[src/rtl/imm_operand_encoder.sv]
// imm_operand_encoder
//   Finds the encoding of a 32-bit constant as a second operand.
//   - mem_type=0: searches for a data-processing immediate {rot[3:0], imm8}
//     such that value == imm8 ROR (2*rot). One rot candidate is tested per
//     clock, and the lowest matching rot is reported (canonical form).
//   - mem_type=1: checks that value fits a signed MEM_OFFSET_W offset. This
//     is decided in a single step.
// Ports
//   clk, rst          clock (rising edge) and asynchronous active-high reset
//   start             request input, sampled only while ready=1
//   value, mem_type   operand inputs, captured when start is accepted
//   ready             high only in IDLE
//   valid             one-cycle result strobe
//   found             high if an encoding exists; held until the next accepted start
//   operand_out       the encoding (zero when found=0); held until the next accepted start
module imm_operand_encoder #(
  parameter int ROT_STEPS    = 16,  // must be <= 16 (rot is a 4-bit field)
  parameter int MEM_OFFSET_W = 12   // must be <= 12 (operand_out width)
) (
  input  logic        clk,
  input  logic        rst,
  input  logic        start,
  input  logic [31:0] value,
  input  logic        mem_type,
  output logic        ready,
  output logic        valid,
  output logic        found,
  output logic [11:0] operand_out
);

  typedef enum logic [1:0] {ST_IDLE, ST_SEARCH, ST_DONE} state_t;

  localparam logic [3:0] ROT_LAST = 4'(ROT_STEPS - 1);

  state_t      r_state, w_state_nxt;
  logic [31:0] r_value;
  logic [3:0]  r_rot;
  logic        r_found;
  logic [11:0] r_operand;

  logic        w_accept;
  logic [4:0]  w_shamt;
  logic [63:0] w_dbl;
  logic [31:0] w_cand;
  logic        w_match;
  logic        w_mem_ok;
  logic [11:0] w_mem_off;

  assign w_accept = (r_state == ST_IDLE) && start;

  // The upper half of the doubled word shifted left gives a 32-bit rotate-left.
  // A shift of 0 leaves the upper half equal to the original value.
  assign w_shamt = {r_rot, 1'b0};
  assign w_dbl   = {r_value, r_value} << w_shamt;
  assign w_cand  = w_dbl[63:32];
  assign w_match = (w_cand[31:8] == 24'd0);

  // The offset is representable if every bit from the sign bit upward is a
  // copy of that sign bit.
  assign w_mem_ok  = (&value[31:MEM_OFFSET_W-1]) | ~(|value[31:MEM_OFFSET_W-1]);
  assign w_mem_off = 12'(value[MEM_OFFSET_W-1:0]);

  always_ff @(posedge clk or posedge rst) begin
    if (rst) r_state <= ST_IDLE;
    else     r_state <= w_state_nxt;
  end

  always_comb begin
    w_state_nxt = r_state;
    ready       = 1'b0;
    valid       = 1'b0;
    case (r_state)
      ST_IDLE: begin
        ready = 1'b1;
        if (start) w_state_nxt = mem_type ? ST_DONE : ST_SEARCH;
      end
      ST_SEARCH: begin
        if (w_match || (r_rot == ROT_LAST)) w_state_nxt = ST_DONE;
      end
      ST_DONE: begin
        valid       = 1'b1;
        w_state_nxt = ST_IDLE;
      end
      default: w_state_nxt = ST_IDLE;
    endcase
  end

  always_ff @(posedge clk or posedge rst) begin
    if (rst) begin
      r_value   <= '0;
      r_rot     <= '0;
      r_found   <= 1'b0;
      r_operand <= '0;
    end else if (w_accept) begin
      r_value <= value;
      r_rot   <= '0;
      if (mem_type) begin
        r_found   <= w_mem_ok;
        r_operand <= w_mem_ok ? w_mem_off : 12'h000;
      end else begin
        // The previous result is dropped as soon as a new search begins.
        r_found   <= 1'b0;
        r_operand <= 12'h000;
      end
    end else if (r_state == ST_SEARCH) begin
      if (w_match) begin
        r_found   <= 1'b1;
        r_operand <= {r_rot, w_cand[7:0]};
      end else if (r_rot == ROT_LAST) begin
        r_found   <= 1'b0;
        r_operand <= 12'h000;
      end else begin
        r_rot <= r_rot + 4'd1;
      end
    end
  end

  assign found       = r_found;
  assign operand_out = r_operand;

endmodule

[config.mk]
export PLATFORM = sky130hd
export DESIGN_NAME = imm_operand_encoder
export DESIGN_NICKNAME = d
export VERILOG_FILES = /design/src/rtl/imm_operand_encoder.sv
export SDC_FILE = /design/constraint.sdc
export NUM_CORES = 1
export LEC_CHECK = 0
export ABC_CLOCK_PERIOD_IN_PS = 3920
export BUFFER_PORTS_ARGS = -buffer_cell sky130_fd_sc_hd__buf_2
export CAP_MARGIN = 20
export CORE_ASPECT_RATIO = 0.75
export CORE_MARGIN = 4
export CORE_UTILIZATION = 45
export DETAILED_ROUTE_END_ITERATION = 10
export SYNTH_ARGS = -nofsm -noshare
export SYNTH_HDL_FRONTEND = slang
export SYNTH_SLANG_ARGS = --single-unit
[constraint.sdc]
create_clock -name clk -period 3.92 [get_ports clk]
set_clock_uncertainty 0.2 [all_clocks]
set_input_delay 0.196 -clock clk [delete_from_list [all_inputs] [get_ports clk]]
set_output_delay 0.196 -clock clk [all_outputs]
set_load 0.02 [all_outputs]
# After elaboration in Yosys (flattened, before gate mapping)
# Cells that the tools add are included.
[word_totals]
register_bits = 51
latch_bits = 0
mem_bits_rw = 0
rom_bits = 0
input_bits = 36
out_inout_bits = 15
word_cells = 48
mem_count = 0
[op_classes]
add_sub_neg = 1
multipliers = 0
div = 0
magnitude_cmp = 0
eq_ne = 7
shift = 1
muxes = 21
bitwise_logic = 2
n_reduce_logical = 11
[op_table]
columns = ["cell", "count"]
rows = [
  ["2-to-1 mux 12 bit", 6],
  ["left shift 64 x 5 -> 64 bit", 1],
  ["zero test 24 bit", 1],
  ["AND reduction 21 bit", 1],
  ["OR reduction 21 bit", 1],
  ["2-to-1 mux 4 bit", 4],
  ["inequality test 2 bit (second input constant)", 4],
  ["2-to-1 mux 1 bit", 7],
  ["2-to-1 mux 2 bit", 3],
  ["adder 4 x 1 -> 4 bit (second input constant)", 1],
  ["equality test 4 bit (second input constant)", 1],
  ["case mux 2 bit (2 select lines)", 1],
  ["AND reduction 2 bit", 2],
  ["AND reduction 3 bit", 1],
  ["nonzero test 3 bit", 1],
  ["equality test 2 x 1 -> 1 bit (second input constant)", 1],
  ["equality test 2 bit (second input constant)", 1],
  ["zero test 2 bit", 1],
  ["nonzero test 2 bit", 1],
  ["logical AND 1 bit", 1],
  ["logical OR 1 bit", 1],
  ["NOT 1 bit", 1],
  ["OR 1 bit", 1],
]

# Longest topological paths before layout
# Gate-level depths: netlist of run 1.
[logic_depth]
ltp_word = 6
mapped_depth = 11
depth_no_buf = 7

# Worst setup path before layout of run 1
# OpenSTA, ideal clock, no wires.
[synth_path]
path_type = "flip-flop to flip-flop"
start = "register r_rot[0]"
end = "register r_operand[0], in the netlist operand_out[0]"
t_arrival_ns = 2.559
slack_ns = 1.034
path_stages_with_launch = 11
period_less_slack_ns = 2.886
path_cell_list = "dfrtp_1 -> buf_6 -> buf_12 -> mux4_2 -> nor4_4 -> nand2_1 -> a221oi_2 -> a41o_2 -> a31oi_4 -> buf_6 -> mux2_1"
[synth_via]
elab_chain_len = 5
elab_cells_between_ends = 8
cone_classes = "eq/ne (1); shift (1); mux (3); reduce/logical (3)"
[synth_rtl]
columns = ["item", "line_no", "rtl"]
rows = [
  ["start, declared", "37", "logic [3:0] r_rot;"],
  ["start signal, assigned", "113", "r_rot <= r_rot + 4'd1;"],
  ["left shift 64 x 5 -> 64 bit", "54", "assign w_dbl = {r_value, r_value} << w_shamt;"],
  ["zero test 24 bit", "56", "assign w_match = (w_cand[31:8] == 24'd0);"],
  ["2-to-1 mux 12 bit", "106", "if (w_match) begin"],
  ["2-to-1 mux 12 bit", "105", "end else if (r_state == ST_SEARCH) begin"],
  ["2-to-1 mux 12 bit", "94", "end else if (w_accept) begin"],
  ["end signal, assigned", "99", "r_operand <= w_mem_ok ? w_mem_off : 12'h000;"],
  ["end signal, assigned", "108", "r_operand <= {r_rot, w_cand[7:0]};"],
  ["end, declared", "39", "logic [11:0] r_operand;"],
]
# Parallel ways exist; a longest one is shown, timed or not. The select of a mux whose other input is x is not followed.
# A chain may end at the register's enable or synchronous reset.

# Final worst setup path of run 1
[layout_path]
start = "register r_rot[0]"
end = "register r_rot[1]"
[layout_via]
elab_chain_len = 5
elab_cells_between_ends = 11
cone_classes = "add/sub (1); eq/ne (3); shift (1); mux (4); reduce/logical (2)"
[layout_rtl]
columns = ["item"]
rows = [
  ["parallel branches: the longest is 5 deep, another holds left shift 64 x 5 -> 64 bit"],
]
# Several ways; the timed one is not identified. The select of a mux whose other input is x is not followed.

==> results of run 1 <==
cells by family after synthesis:
group           after synthesis  synth area share (%)
simple gates                199                  22.2
compound gates               65                  12.8
mux                          62                  25.9
flops                        51                  31.9
buf+inv                      39                  6.63
xor+xnor                      1                 0.219
fa+ha+maj                     1                 0.313
metrics by stage:
stage          setup WS (ps)  power (mW)
5_1_grt                  320        4.09
3_3_place_gp             582        3.25
4_1_cts                  493        3.80
2_1_floorplan           1030        2.72
3_5_place_dp             500        3.25
6_report                 432        3.86
layout by cell type, fill, tap and decap left out, types with 11 or more instances in the layout:
cell type | Yosys | routed
buf_4 | 1 | 11
dfrtp_1 | 51 | 49
mux2_1 | 12 | 12
mux2i_1 | 13 | 13
dlygate4sd3_1 | 0 | 33
a21oi_1 | 13 | 13
mux4_2 | 26 | 26
buf_2 | 5 | 50
nand2_1 | 121 | 121
nand3_1 | 17 | 17
nor3_1 | 13 | 13
nor2_1 | 20 | 20
layout make-up:
class | count | area, µm² | share of cell area (%)
clock buffer | 6 | 139 | 2.90
clock inverter | 2 | 35.0 | 0.732
inverter | 7 | 26.3 | 0.549
multi-input combinational | 328 | 2470 | 51.6
sequential | 51 | 1280 | 26.7
tap | 108 | 135 | 2.83
timing repair buffer | 96 | 703 | 14.7
cell usage after synthesis (2+ instances only):
cell type  instances
nand2_1          121
dfrtp_1           51
mux4_2            26
nor2_1            20
nand3_1           17
a21oi_1           13
mux2i_1           13
nor3_1            13
mux2_1            12
clkbuf_1          10
buf_6              7
mux2_2             7
nand4_1            7
o31ai_1            7
a211oi_1           6
nor3b_1            6
o21ai_0            6
o41ai_1            6
buf_2              5
inv_1              5
o211ai_1           5
buf_1              4
clkbuf_8           4
mux4_1             4
nor4_1             4
nor2b_1            3
a2111oi_0          2
a211o_1            2
clkinv_1           2
o21a_1             2
or4_1              2
state kept, by name (all words and copies together), names as in the netlist:
| name | count |
|---|---|
| found | 1 |
| operand_out | 12 |
| r_rot | 4 |
| r_state | 2 |
| r_value | 32 |
per-layer routing:
layer | vias up | global-route usage (%) | part of all wire, %
met4 | 0 | 4.06 | 1.3
met3 | 13 | 3.95 | 10
met5 | - | 0 | 0
met2 | 204 | 35.0 | 43
met1 | 1805 | 38.8 | 46
li1 | 1691 | - | -
critical path, delay by kind of cell, from the launching register on:
family	cells	cell delay (ps)
muxes	2	900
AOI/OAI and AO/OA	3	630
DFF	1	610
and+or+nand+nor	2	550
buffers and inverters	2	470
path summary, 6_finish.rpt:
path,start,to,slack [ps],cells after the start
max,r_rot[0]$_DFFE_PP0P_,r_rot[1]$_DFFE_PP0P_,430,9
min reg2reg,operand_out[9]$_DFFE_PP0P_,operand_out[9]$_DFFE_PP0P_,290,1
max reg2reg,r_rot[0]$_DFFE_PP0P_,r_rot[1]$_DFFE_PP0P_,430,9
min,mem_type,r_state[0]$_DFFE_PP0P_,-1,2
max in group asynchronous,rst,r_rot[1]$_DFFE_PP0P_,2450,4
min in group asynchronous,rst,r_value[5]$_DFFE_PP0P_,310,3
power by group through the flow:
stage	sequential [mW]	combinational, mW	clock, mW
global placement	1.11	2.14	0
floorplan	0.908	1.82	0
global route	1.15	2.40	0.541
CTS	1.10	2.18	0.519
finish	1.12	2.22	0.514
detailed placement	1.11	2.14	0
==> reports/qor.csv, run 1 <==
stage,metric,value,unit
floorplan,start_util,46.7,%
timing,min_period,3490,ps
routing,viasPerCell,6.21,
placement,portBuffers,50,
clocking,cts_tree,built,
layout,drive_above_1_share,24.3,%
synth,yosys_register_bits,51,
worst_setup_path,start_kind,flop,
global_route,grt_max_degree,41,
placement,dpl_cell_area,4280,µm²
synth,ys.flop_type,dfrtp_1,
worst_setup_path,cpMaxStageDelayCell,dfrtp_2,
timing,final.period_utilization,89.0,%
clocking,cts-root-buf,clkbuf_16,
synth,async_reset_ff_share,100,%
layout,final_util,55.9,%
routing,drt_iter0_markers,446,
worst_setup_path,slowest_delay,610,ps
routing,firstDrtPassIters,5,
timing,timing.setup.tns,0,ps
placement,hpwl,8.73,mm
pwr,p_sw,1.78,mW
layout,area_delta_synth_final,19.6,%
clocking,clkTransAtPathRegs,70,ps
floorplan,pin_count,51,
global_route,grt_pass1_wl,19.4,mm
synth,synth_cells,418,
layout,n_fill_cell,744,
worst_setup_path,crit_required,3900,ps
status,outcome,"finished, violations left",
worst_setup_path,cp-end-kind,flop,
clocking,cts-resized-gates,0,
worst_setup_path,arrival,3460,ps
pwr,vdd_drop_max,0.346,mV
global_route,grt.total_usage,24.3,%
synth,syn_nets,455,
floorplan,die_area,10500,µm²
synth,synth_top_area_cell,dfrtp_1,
job,cap_violations,0,
timing,drv_slew,0,
pwr,combPwrFrac,57.6,%
timing,finalHoldViolCount,1,
layout,nets,526,
synth,synth.cell_area,4000,µm²
synth,seq_area_frac_synth,31.9,%
routing,drc,0,
clocking,clk_latency,290,ps
timing,worstMarginPinSlew,731,ps
floorplan,core_area,8560,µm²
floorplan,die_w,117,µm
routing,drt_wl_total,12.1,mm
placement,placed_cells,557,
synth,yosysTopAreaCellShare,31.9,%
worst_setup_path,path_max_fanout,24,
timing,fmax,287,MHz
synth,yosysUniqueCellTypes,57,
global_route,gr-total-overflow,0,
pwr,internal_power,2.07,mW
global_route,antenna_found_initial,0,
global_route,grt_pass1_vias,3424,
clocking,htreeDepth,2,
synth,synth.area.top_cells,"dfrtp_1 32%, mux4_2 15%, nand2_1 11%",
clocking,cts_buffers,5,
clocking,post_cts_buffers,0,
synth,ys_warn_count,0,
timing,setup-violations-final,0,
pwr,clock_power_share,13.3,%
pwr,switching_share,46.3,%
layout,final_cell_area,4780,µm²
layout,stdcell_count,598,
clocking,clk_path_buf_depth,2,
routing,wl_per_cell,20.3,µm
timing,hold_ws,-1.34,ps
synth,synth_edf_count,0,
status,violations,negative hold slack,
floorplan,fp.dieH,89.7,µm
pwr,p_leak,2.13,nW
layout,antenna_cells,0,
timing,rsz0062_at_grt,no,
synth,synth_area_per_cell,9.57,µm²
clocking,cts.sinks,51,
routing,vias,3713,
floorplan,num_rows,29,
clocking,holdBufCountCts,33,
worst_hold_path,hold_path.class,in2reg,
timing,relSlewSlack,51.1,%
worst_setup_path,path_cells,"buf_12, mux4_2, nor4_2, nand2_1, a221oi_2, a41oi_2, buf_4, o211ai_2, mux2_2",
routing,postRouteAntennaNets,0,
worst_setup_path,crit_type,reg2reg,
placement,finalWeightedCongestion,0.982,
pwr,seqPwrFrac,29.1,%
pwr,power.density,806,nW/µm²
Note: power is estimated with default switching activity, not from simulation.
==> inputs of run 2 (changes only) <==
--- a/config.mk
+++ b/config.mk
@@ -6,12 +6,12 @@
 export NUM_CORES = 1
 export LEC_CHECK = 0
 export ABC_CLOCK_PERIOD_IN_PS = 3920
-export BUFFER_PORTS_ARGS = -buffer_cell sky130_fd_sc_hd__buf_2
 export CAP_MARGIN = 20
 export CORE_ASPECT_RATIO = 0.75
 export CORE_MARGIN = 4
 export CORE_UTILIZATION = 45
 export DETAILED_ROUTE_END_ITERATION = 10
+export DONT_BUFFER_PORTS = 1
 export SYNTH_ARGS = -nofsm -noshare
 export SYNTH_HDL_FRONTEND = slang
 export SYNTH_SLANG_ARGS = --single-unit
==> reports/qor.csv, run 2 (synthesized netlist as in run 1, its figures left out) <==
stage,metric,value,unit,change
status,outcome,finished clean,,
clocking,clkTransAtPathRegs,70,ps,about the same
layout,final_common_cell,nand2_1,,
worst_hold_path,min_from,value[7],,
placement,portBuffers,0,,-100%
timing,min_period,3670,ps,+181 ps
placement,dpl_cell_area,4000,µm²,-6.5%
floorplan,start_util,46.7,%,unchanged
clocking,htreeDepth,2,,unchanged
pwr,p_leak,1.88,nW,-12%
clocking,cts_tree,built,,
timing,setup_slack,252,ps,-181 ps
layout,antenna_cells,0,,unchanged
routing,drt_wl_total,11.6,mm,-4.9%
routing,drt_iter0_markers,309,,-31%
layout,final_util,52.4,%,-3.4 points
worst_setup_path,critPathLaunch,r_rot[0]$_DFFE_PP0P_,,
worst_setup_path,crit_required,3900,ps,about the same
routing,vias,3536,,-4.8%
timing,timing.setup.tns,0,ps,unchanged
placement,hpwl,8.44,mm,-3.4%
global_route,antenna_found_initial,0,,unchanged
layout,drive_above_1_share,15.3,%,-9.0 points
layout,area_delta_synth_final,12.3,%,
floorplan,core_area,8560,µm²,unchanged
layout,layout_common_cells,"121 x nand2_1, 49 x dfrtp_1, 34 x dlygate4sd3_1",,
timing,relSlewSlack,47.1,%,-4.1 points
layout,n_fill_cell,762,,+2.4%
global_route,grt.total_usage,23.1,%,-1.1 points
layout,multi_input_area,2470,µm²,unchanged
timing,final.period_utilization,93.6,%,+4.6 points
global_route,grt_pass1_vias,3334,,-2.6%
worst_setup_path,crit_type,reg2reg,,
layout,stdcell_count,547,,-8.5%
routing,firstDrtPassIters,6,,+1
clocking,post_cts_buffers,0,,unchanged
worst_hold_path,whs_path_depth,3,,+1
pwr,vdd_drop_max,0.440,mV,+27%
clocking,cts-resized-gates,0,,unchanged
worst_setup_path,path_max_fanout,30,,+25%
timing,fmax,273,MHz,-4.9%
worst_setup_path,cp-end-kind,flop,,
global_route,gr-total-overflow,0,,unchanged
routing,wl_per_cell,21.1,µm,+4.0%
clocking,cts-root-buf,clkbuf_16,,
layout,regArea,1280,µm²,unchanged
placement,finalWeightedCongestion,0.970,,-1.3%
routing,drc,0,,unchanged
pwr,power.density,823,nW/µm²,+2.1%
routing,viasPerCell,6.46,,+4.1%
clocking,holdBufCountCts,34,,+3.0%
layout,top_register,r_value,,
layout,largest_register_ff_count,32,,unchanged
timing,setup-violations-final,0,,unchanged
floorplan,pin_count,51,,unchanged
worst_setup_path,arrival,3650,ps,+190 ps
timing,drv_slew,0,,unchanged
placement,placed_cells,505,,-9.3%
clocking,clk_path_buf_depth,2,,unchanged
global_route,grt_max_degree,33,,-20%
timing,worstMarginPinSlew,774,ps,+42.6 ps
clocking,cts_buffers,5,,unchanged
floorplan,num_rows,29,,unchanged
job,cap_violations,0,,unchanged
layout,nets,475,,-9.7%
placement,post-place-ws,375,ps,-125 ps
worst_hold_path,hold_path.class,in2reg,,
clocking,clk_latency,290,ps,about the same
worst_setup_path,start_kind,flop,,
worst_setup_path,r2r_cells,7,,-2
timing,finalHoldViolCount,0,,-1
worst_setup_path,worstReg2RegStart,r_rot[0]$_DFFE_PP0P_,,
layout,final_cell_area,4490,µm²,-6.1%
timing,rsz0062_at_grt,no,,
global_route,grt_pass1_wl,18.6,mm,-4.1%
floorplan,die_w,117,µm,unchanged
clocking,cts.sinks,51,,unchanged
floorplan,fp.dieH,89.7,µm,unchanged
floorplan,die_area,10500,µm²,unchanged
routing,postRouteAntennaNets,0,,unchanged
## run 2: cell count changes in the layout (fill, tap and decap cells not counted)
cell / before / now
buf_2: 50 / 0
clkinvlp_4: 0 / 2
clkbuf_8: 1 / 0
buf_4: 11 / 10
inv_6: 0 / 1
clkinv_2: 1 / 0
bufinv_16: 1 / 0
dlygate4sd3_1: 33 / 34
buf_12: 2 / 1
## run 2: worst max-delay path, cell delays in order (launching register included)
cell and delay (ps):
dfrtp_2 560, buf_12 260, mux4_1 680, a2111oi_0 720
a32o_2 250, o21ai_2 190, o211ai_2 300, mux2_2 360
## run 2: area by class of cell
type | count | area share [%]
Tap cell | 108 | 3.01
Clock buffer | 5 | 2.79
Clock inverter | 3 | 0.529
Sequential cell | 51 | 28.5
Multi-Input combinational cell | 328 | 54.9
Timing Repair Buffer | 45 | 9.70
Inverter | 7 | 0.585
## run 2: metrics by stage
stage / hold WS (ps) / power [mW]
floorplan: 101 / 2.72
global placement: -82.4 / 3.17
detailed placement: -70.7 / 3.17
CTS: 5.45 / 3.66
global route: 11.7 / 3.94
finish: 8.52 / 3.70
## run 2: power breakdown
| part | internal (mW) | switching [mW] | total (mW) |
|---|---|---|---|
| clock | 0.239 | 0.209 | 0.448 |
| sequential | 0.708 | 0.418 | 1.13 |
| combinational | 1.01 | 1.11 | 2.12 |
| total | 1.96 | 1.74 | 3.70 |
## run 2: routing by layer
| layer | vias to the layer above | global-route usage, % | wire [µm] |
|---|---|---|---|
| met4 | 0 | 4.17 | 144 |
| met2 | 176 | 33.1 | 5090 |
| met5 | - | 0 | 0 |
| met3 | 12 | 4.82 | 1060 |
| met1 | 1751 | 36.4 | 5260 |
| li1 | 1597 | - | - |
## run 2: worst paths after layout
| check | end | slack [ps] |
|---|---|---|
| setup / recovery | r_rot[1]$_DFFE_PP0P_ | 250 |
| hold / removal | operand_out[7]$_DFFE_PP0P_ | 9 |
| setup reg to reg | r_rot[1]$_DFFE_PP0P_ | 250 |
| hold reg to reg | r_value[0]$_DFFE_PP0P_ | 390 |
| max in group asynchronous | r_value[17]$_DFFE_PP0P_ | 2590 |
| min in group asynchronous | operand_out[5]$_DFFE_PP0P_ | 170 |
